--- config.mk ---
export PLATFORM = sky130hd
export DESIGN_NAME = spi_mem_master
export DESIGN_NICKNAME = d
export VERILOG_FILES = /design/src/rtl/spi_mem_pkg.sv /design/src/rtl/spi_clk_div.sv /design/src/rtl/spi_mem_master.sv
export SDC_FILE = /design/constraint.sdc
export NUM_CORES = 1
export LEC_CHECK = 0
export BUFFER_PORTS_ARGS = -buffer_cell sky130_fd_sc_hd__buf_2
export CAP_MARGIN = 0
export CORE_MARGIN = 10
export CORE_UTILIZATION = 55
export CTS_BUF_LIST = sky130_fd_sc_hd__clkbuf_4
export DETAILED_ROUTE_END_ITERATION = 16
export GPL_TIMING_DRIVEN = 1
export PLACE_DENSITY = 0.76
export SLEW_MARGIN = 15
export SYNTH_ARGS = -nofsm -noshare
export SYNTH_HDL_FRONTEND = slang
export SYNTH_SLANG_ARGS = --single-unit
--- constraint.sdc ---
create_clock -name clk -period 5.1 [get_ports clk]
set_input_delay 0.51 -clock clk [delete_from_list [all_inputs] [get_ports clk]]
set_output_delay 0.51 -clock clk [all_outputs]
set_load 0.03 [all_outputs]
--- src/rtl/spi_mem_pkg.sv ---
// spi_mem_pkg: shared state encoding, frame constants and command-byte packing
package spi_mem_pkg;
  typedef enum logic [2:0] {ST_IDLE, ST_CMD, ST_TURN, ST_DATA, ST_GAP} state_e;
  localparam int CMD_LENGTH = 8;
  localparam logic RW_READ = 1'b1;
  localparam logic RW_WRITE = 1'b0;
  function automatic logic [CMD_LENGTH-1:0] pack_cmd(input logic [CMD_LENGTH-2:0] addr, input logic rw);
    return {addr, rw};
  endfunction
endpackage

--- src/rtl/spi_clk_div.sv ---
// spi_clk_div: mode-0 sclk generator with half-period CLK_DIV and edge ticks
module spi_clk_div #(
  parameter int CLK_DIV = 2
) (
  input  logic clk,
  input  logic reset,
  input  logic enable_i,
  output logic rise_tick_o,
  output logic fall_tick_o,
  output logic sclk_o
);
  localparam int W = $clog2(CLK_DIV) + 1;
  logic [W-1:0] cnt_q, cnt_d;
  logic sclk_q, sclk_d, wrap;
  // tick generation; dropping enable returns to idle-low with a cleared count
  always_comb begin
    wrap = enable_i && cnt_q == W'(CLK_DIV - 1);
    rise_tick_o = wrap && !sclk_q;
    fall_tick_o = wrap && sclk_q;
    cnt_d = (!enable_i || wrap) ? '0 : cnt_q + 1'b1;
    sclk_d = enable_i && (sclk_q ^ wrap);
  end
  // divider state
  always_ff @(posedge clk) begin
    if (reset) begin
      cnt_q <= '0;
      sclk_q <= 1'b0;
    end else begin
      cnt_q <= cnt_d;
      sclk_q <= sclk_d;
    end
  end
  assign sclk_o = sclk_q;
endmodule

--- src/rtl/spi_mem_master.sv ---
// spi_mem_master: SPI mode-0 master sending one command byte plus one data word per request
module spi_mem_master
  import spi_mem_pkg::*;
#(
  parameter int DATA_LENGTH = 32,
  parameter int ADDRESS_LENGTH = 4,
  parameter int CLK_DIV = 2,
  parameter int TURNAROUND = 4,
  parameter int SS_GAP = 2
) (
  input  logic                      clk,
  input  logic                      reset,
  input  logic                      start,
  input  logic                      read_write,
  input  logic [ADDRESS_LENGTH-1:0] address,
  input  logic [DATA_LENGTH-1:0]    wdata,
  output logic                      busy,
  output logic                      done,
  output logic [DATA_LENGTH-1:0]    rdata,
  output logic                      ss,
  output logic                      sclk,
  output logic                      mosi,
  input  logic                      miso
);
  localparam int FL = CMD_LENGTH + DATA_LENGTH;
  localparam int AW = CMD_LENGTH - 1;
  localparam int BW = $clog2(DATA_LENGTH);
  localparam int CW = $clog2(TURNAROUND + SS_GAP + 1);
  state_e state_q, state_d;
  logic [BW-1:0] bit_q, bit_d;
  logic [CW-1:0] cyc_q, cyc_d;
  logic [FL-1:0] tx_q, tx_d;
  logic [DATA_LENGTH-1:0] rx_q, rx_d, rdata_q, rdata_d;
  logic rw_q, rw_d;
  logic rise_tick, fall_tick, sclk_en, gap_last, accept;

  spi_clk_div #(.CLK_DIV(CLK_DIV)) u_div (
    .clk(clk),
    .reset(reset),
    .enable_i(sclk_en),
    .rise_tick_o(rise_tick),
    .fall_tick_o(fall_tick),
    .sclk_o(sclk)
  );

  // pin decode; the last gap cycle may accept a new request so frames can run back-to-back
  always_comb begin
    sclk_en = state_q == ST_CMD || state_q == ST_DATA;
    gap_last = state_q == ST_GAP && cyc_q == CW'(SS_GAP - 1);
    accept = start && (state_q == ST_IDLE || gap_last);
    ss = !(sclk_en || state_q == ST_TURN);
    mosi = sclk_en && tx_q[FL-1];
    busy = state_q != ST_IDLE;
    done = gap_last;
    rdata = (done && rw_q == RW_READ) ? rx_q : rdata_q;
  end

  // next-state logic: phases advance on the final falling tick of their last bit
  always_comb begin
    state_d = state_q;
    bit_d = bit_q;
    cyc_d = cyc_q;
    tx_d = fall_tick ? tx_q << 1 : tx_q;
    rx_d = (rise_tick && state_q == ST_DATA) ? {rx_q[DATA_LENGTH-2:0], miso} : rx_q;
    rw_d = rw_q;
    rdata_d = (done && rw_q == RW_READ) ? rx_q : rdata_q;
    case (state_q)
      ST_CMD: if (fall_tick) begin
        bit_d = bit_q == BW'(CMD_LENGTH - 1) ? '0 : bit_q + 1'b1;
        if (bit_q == BW'(CMD_LENGTH - 1)) state_d = TURNAROUND > 0 ? ST_TURN : ST_DATA;
      end
      ST_TURN: begin
        cyc_d = cyc_q == CW'(TURNAROUND - 1) ? '0 : cyc_q + 1'b1;
        if (cyc_q == CW'(TURNAROUND - 1)) state_d = ST_DATA;
      end
      ST_DATA: if (fall_tick) begin
        bit_d = bit_q == BW'(DATA_LENGTH - 1) ? '0 : bit_q + 1'b1;
        if (bit_q == BW'(DATA_LENGTH - 1)) state_d = ST_GAP;
      end
      ST_GAP: begin
        cyc_d = gap_last ? '0 : cyc_q + 1'b1;
        if (gap_last) state_d = ST_IDLE;
      end
      default: ;
    endcase
    if (accept) begin
      state_d = ST_CMD;
      rw_d = read_write;
      bit_d = '0;
      cyc_d = '0;
      tx_d = {pack_cmd(AW'(address), read_write), read_write == RW_WRITE ? wdata : {DATA_LENGTH{1'b0}}};
    end
  end

  // state registers
  always_ff @(posedge clk) begin
    if (reset) begin
      state_q <= ST_IDLE;
      bit_q <= '0;
      cyc_q <= '0;
      tx_q <= '0;
      rx_q <= '0;
      rw_q <= RW_WRITE;
      rdata_q <= '0;
    end else begin
      state_q <= state_d;
      bit_q <= bit_d;
      cyc_q <= cyc_d;
      tx_q <= tx_d;
      rx_q <= rx_d;
      rw_q <= rw_d;
      rdata_q <= rdata_d;
    end
  end
endmodule

[After elaboration in Yosys (flattened, before gate mapping)]
Index checks and enable logic that the tools add are counted.
Word-level totals
  logic and storage cells: 84
  flip-flop bits (word level): 119
Cells by class
  bitwise logic cells: 1
  equal/unequal tests: 21
  add/sub/neg operators: 3
  reductions and logical operators: 28
  multiplexer cells: 20
Operators with widths (count)
  $mux W37: 2
  $mux W32: 2
  $mux W3: 8
  $mux W5: 4
  $reduce_and A7 Y1: 2
  $pmux W3 S4: 1
  $pmux W5 S2: 1
  $eq A3 B2 Y1 const B: 3
  $logic_and A1 B1 Y1: 9
  $ne A3 B2 Y1 const B: 3
  $ne A3 B3 Y1 const B: 3
  $eq A3 B1 Y1 const B: 2
  $ne A2 B1 Y1 const B: 3
  $ne A2 B2 Y1 const B: 3
  $pmux W3 S2: 1
  $reduce_bool A2 Y1: 3
  $add A5 B1 Y5 const B: 1
  $eq A5 B3 Y1 const B: 1
  $eq A5 B5 Y1 const B: 1
  $reduce_bool A5 Y1: 1
  $logic_or A1 B1 Y1: 4
  $reduce_bool A4 Y1: 1
  $reduce_or A2 Y1: 2
  $add A3 B1 Y3 const B: 1
  9 further kinds: 11

[Logic depth before layout (Yosys ltp)]
  depth after elaboration: 7
  depth in mapped cells: 10
  depth with buffers taken out: 8

[Cells and area by module]
From an unflattened synthesis, not the netlist that was laid out.
Second synthesis, totals
  cell total of the unflattened synthesis: 489
  area total of the unflattened synthesis: 5066.1 um^2
By module, submodules not included
  spi_mem_master: area an instance 4916.0 um^2, instances 1, sequential area each 2322.2 um^2, cells each 477
  spi_clk_div: area an instance 150.1 um^2, instances 1, sequential area each 60.1 um^2, cells each 12

[Worst setup path before layout]
Ideal clock, no wire load.
  path kind: register to output
  from: reg cyc_q[0]
  to: out rdata[10]
  path buffers: 2
  slack: 3046 ps
  arrival time: 1544 ps
  stages on the path, launching flop included: 7
  data required time: 4590 ps
  cell sequence: dfxtp_1 -> ha_1 -> nor2b_4 -> and4_4 -> buf_6 -> buf_12 -> mux2_4
On the way
  cells in the longest elaborated chain, start to end: 4
Ends and longest elaborated chain
  from (decl): RTL line spi_mem_master.sv:31  | logic [CW-1:0] cyc_q, cyc_d;
  from (signal assigned): RTL line spi_mem_master.sv:108  | cyc_q <= cyc_d;
  $eq A3 B1 Y1: RTL line spi_mem_master.sv:49  | gap_last = state_q == ST_GAP && cyc_q == CW'(SS_GAP - 1);
  $logic_and A1 B1 Y1: RTL line spi_mem_master.sv:49
  $logic_and A1 B1 Y1: RTL line spi_mem_master.sv:55  | rdata = (done && rw_q == RW_READ) ? rx_q : rdata_q;
  $mux W32
  to (decl): RTL line spi_mem_master.sv:19  | output logic [DATA_LENGTH-1:0] rdata,
No other way between the ends.

[Worst setup path after layout]
  from: reg cyc_q[0]
  to: out rdata[31]
The elaborated chain is that of the path after synthesis.

==> out/results.ini <==
[status]
status=finished, final reports clean

[synth]
synth_edf_count=0
synth_nets=544
postSynth.asyncResetShare=0
syn-mean-instance-area_um2=10.2
synth.largest_area_cell=dfxtp_1
ys_warn_count=0
netlist.area_leader.share=0.472
ys_seq_area_frac=0.472
netlist_area_um2=5040
synth_area_leaders=dfxtp_1 (47%), mux2_4 (8.9%), mux2i_1 (7.1%)
post-synth-top-count-cell=dfxtp_1
ys_types=46
yosys-top-cells-count=dfxtp_1 (119), nand2_1 (77), a21oi_1 (44)
syn_inst=494
synth.ff_latch_count=119
synth_ff_type=dfxtp_1

[timing]
fin_skew_ns=0.0190
max_slew.worst_pin.slew_ns=1.02
hold_ws_ns=0.202
final_hold_viol_count=0
fin_crit_sh=0.600
rsz0062_at_grt=false
min_period_ns=3.06
maxSlewViolCount=0
setup_viol=0
tns_ns=0
slew_headroom=0.317
fmax_ghz=0.327

[setup_path]
end_kind=primary output
crit_required_ns=4.59
cp-start-kind=flop
rr_endpoint=tx_q[12]
r2r-start=state_q[0]
worstSetupPathType=reg -> out
regToRegSetupSlack_ns=2.45
reg2reg_depth=7
arrival_ns=2.55
critPathMaxFanout=32

[route]
wl_per_cell_um=14.6
drc=0
vias_per_cell=5.35
totalWireLength_um=9890
vias=3636
ant_nets=0
first_iter_violations=164
dr.pass1.iters=4

[power]
peakVddDrop_uv=252
total_power_uw=1760
power_density_nw_per_um2=310
leakagePower_uw=0.00216

[global_route]
grt_pass1_wl_um=16800
grt_max_degree=68
track_usage=0.154
antenna_found_initial=0
first_global_vias=3650
grt.overflow.total=0

[floorplanning]
coreArea_um2=8810
dieArea_um2=13400
row_count=34
fp.dieH_um=116
pin_count=78
start_util=0.573
dieWidth_um=116

[clock_network]
hold_buffers=0
insertion_delay_ns=0.50
clk_path_buf_depth=2
cts_made_buffers=17
cts_tree=yes
clk_pin_slew_ns=0.12
htree_levels=4
cts_resized=0
cts_root_buf=clkbuf_4
clock_sinks=119
cts_setup_buffers=0

[min_path]
min_from=wdata[29]
hold_class=in -> reg
worstHoldEndpoint=tx_q[29]
min_path_cells=2

[final_layout]
drive_gt1_frac=0.282
antennaDiodeCount=0
area_delta_synth_final_pct=12.5
fin_nets=608
fillers=738

[placed_design]
globalplace.congestion=0.834
hpwlAfterDp_um=6570
io_buffers=77

[job]
drv_cap=0

==> metal layers <==
| layer | up-vias | GRT usage | part of all wire |
|---|---|---|---|
| li1 | 1847 | - | - |
| met1 | 1692 | 0.174 | 0.44 |
| met2 | 84 | 0.256 | 0.48 |
| met3 | 13 | 0.0656 | 0.067 |
| met4 | 0 | 0.0534 | 0.013 |
| met5 | - | 0 | 0 |
==> critical path, stage by stage, from the launching register on <==
cell and delay (ns):
dfxtp_1 0.39, ha_1 0.18, nor2b_4 0.21, and4_4 0.67, mux2_2 0.41, buf_2 0.18
==> worst max-delay path by stage <==
stage | from | endpoint
2_1_floorplan | cyc_q[0] | rdata[10]
3_3_place_gp | state_q[0] | tx_q[12]
3_5_place_dp | state_q[0] | tx_q[8]
4_1_cts | cyc_q[0] | rdata[0]
5_1_grt | cyc_q[0] | rdata[0]
6_report | cyc_q[0] | rdata[31]
==> cell type report <==
cell class,count,area [um2],share of cell area
sequential,119,2380,0.420
multi-input combinational,331,2400,0.424
clock inverter,14,175,0.0309
tap,108,135,0.0238
clock buffer,18,135,0.0238
inverter,9,33.8,0.00596
timing repair buffer,80,408,0.0719
==> power by group <==
| part | internal (uW) | switching (uW) |
|---|---|---|
| Clock | 349 | 361 |
| Sequential | 947 | 11.4 |
| Combinational | 35.2 | 53.0 |
==> through the flow <==
stage	instances	util	worst slack [ns]	instance area, um2
floorplan	494	-	3.05	5040
global placement	647	0.609	2.56	5360
detailed placement	647	0.609	2.48	5360
CTS	679	0.644	1.98	5670
global route	679	0.644	1.85	5670
finish	679	0.644	2.04	5670
==> sequential cells by signal, summed over array words and instances (netlist names) <==
signal,flops
rx_q,32
bit_q,5
u_div.cnt_q,2
rw_q,1
state_q,3
tx_q,40
rdata_q,32
u_div.sclk_o,1
cyc_q,3
==> cell usage in the layout, fill, tap and decap left out, types with 18 or more instances in the layout <==
master and instances:
a21oi_1 44, buf_2 77, clkbuf_4 18, dfxtp_1 119, mux2_4 30, mux2i_1 36, nand2_1 77, nor2_1 18
nor2b_1 32, o2bb2ai_1 27
==> cells by family (layout without fill, tap and decap cells) <==
kind of cell               Yosys count  count (layout)  synth area share
adders and majority gates            9               9            0.0223
AOI/OAI and AO/OA                   90              90             0.119
and+or+nand+nor                    159             159             0.159
xor gates and xnor gates             1               1           0.00174
DFF                                119             119             0.472
muxes                               72              72             0.174
buffers and inverters               44             121            0.0518
Power figures use the tool's default switching activity.
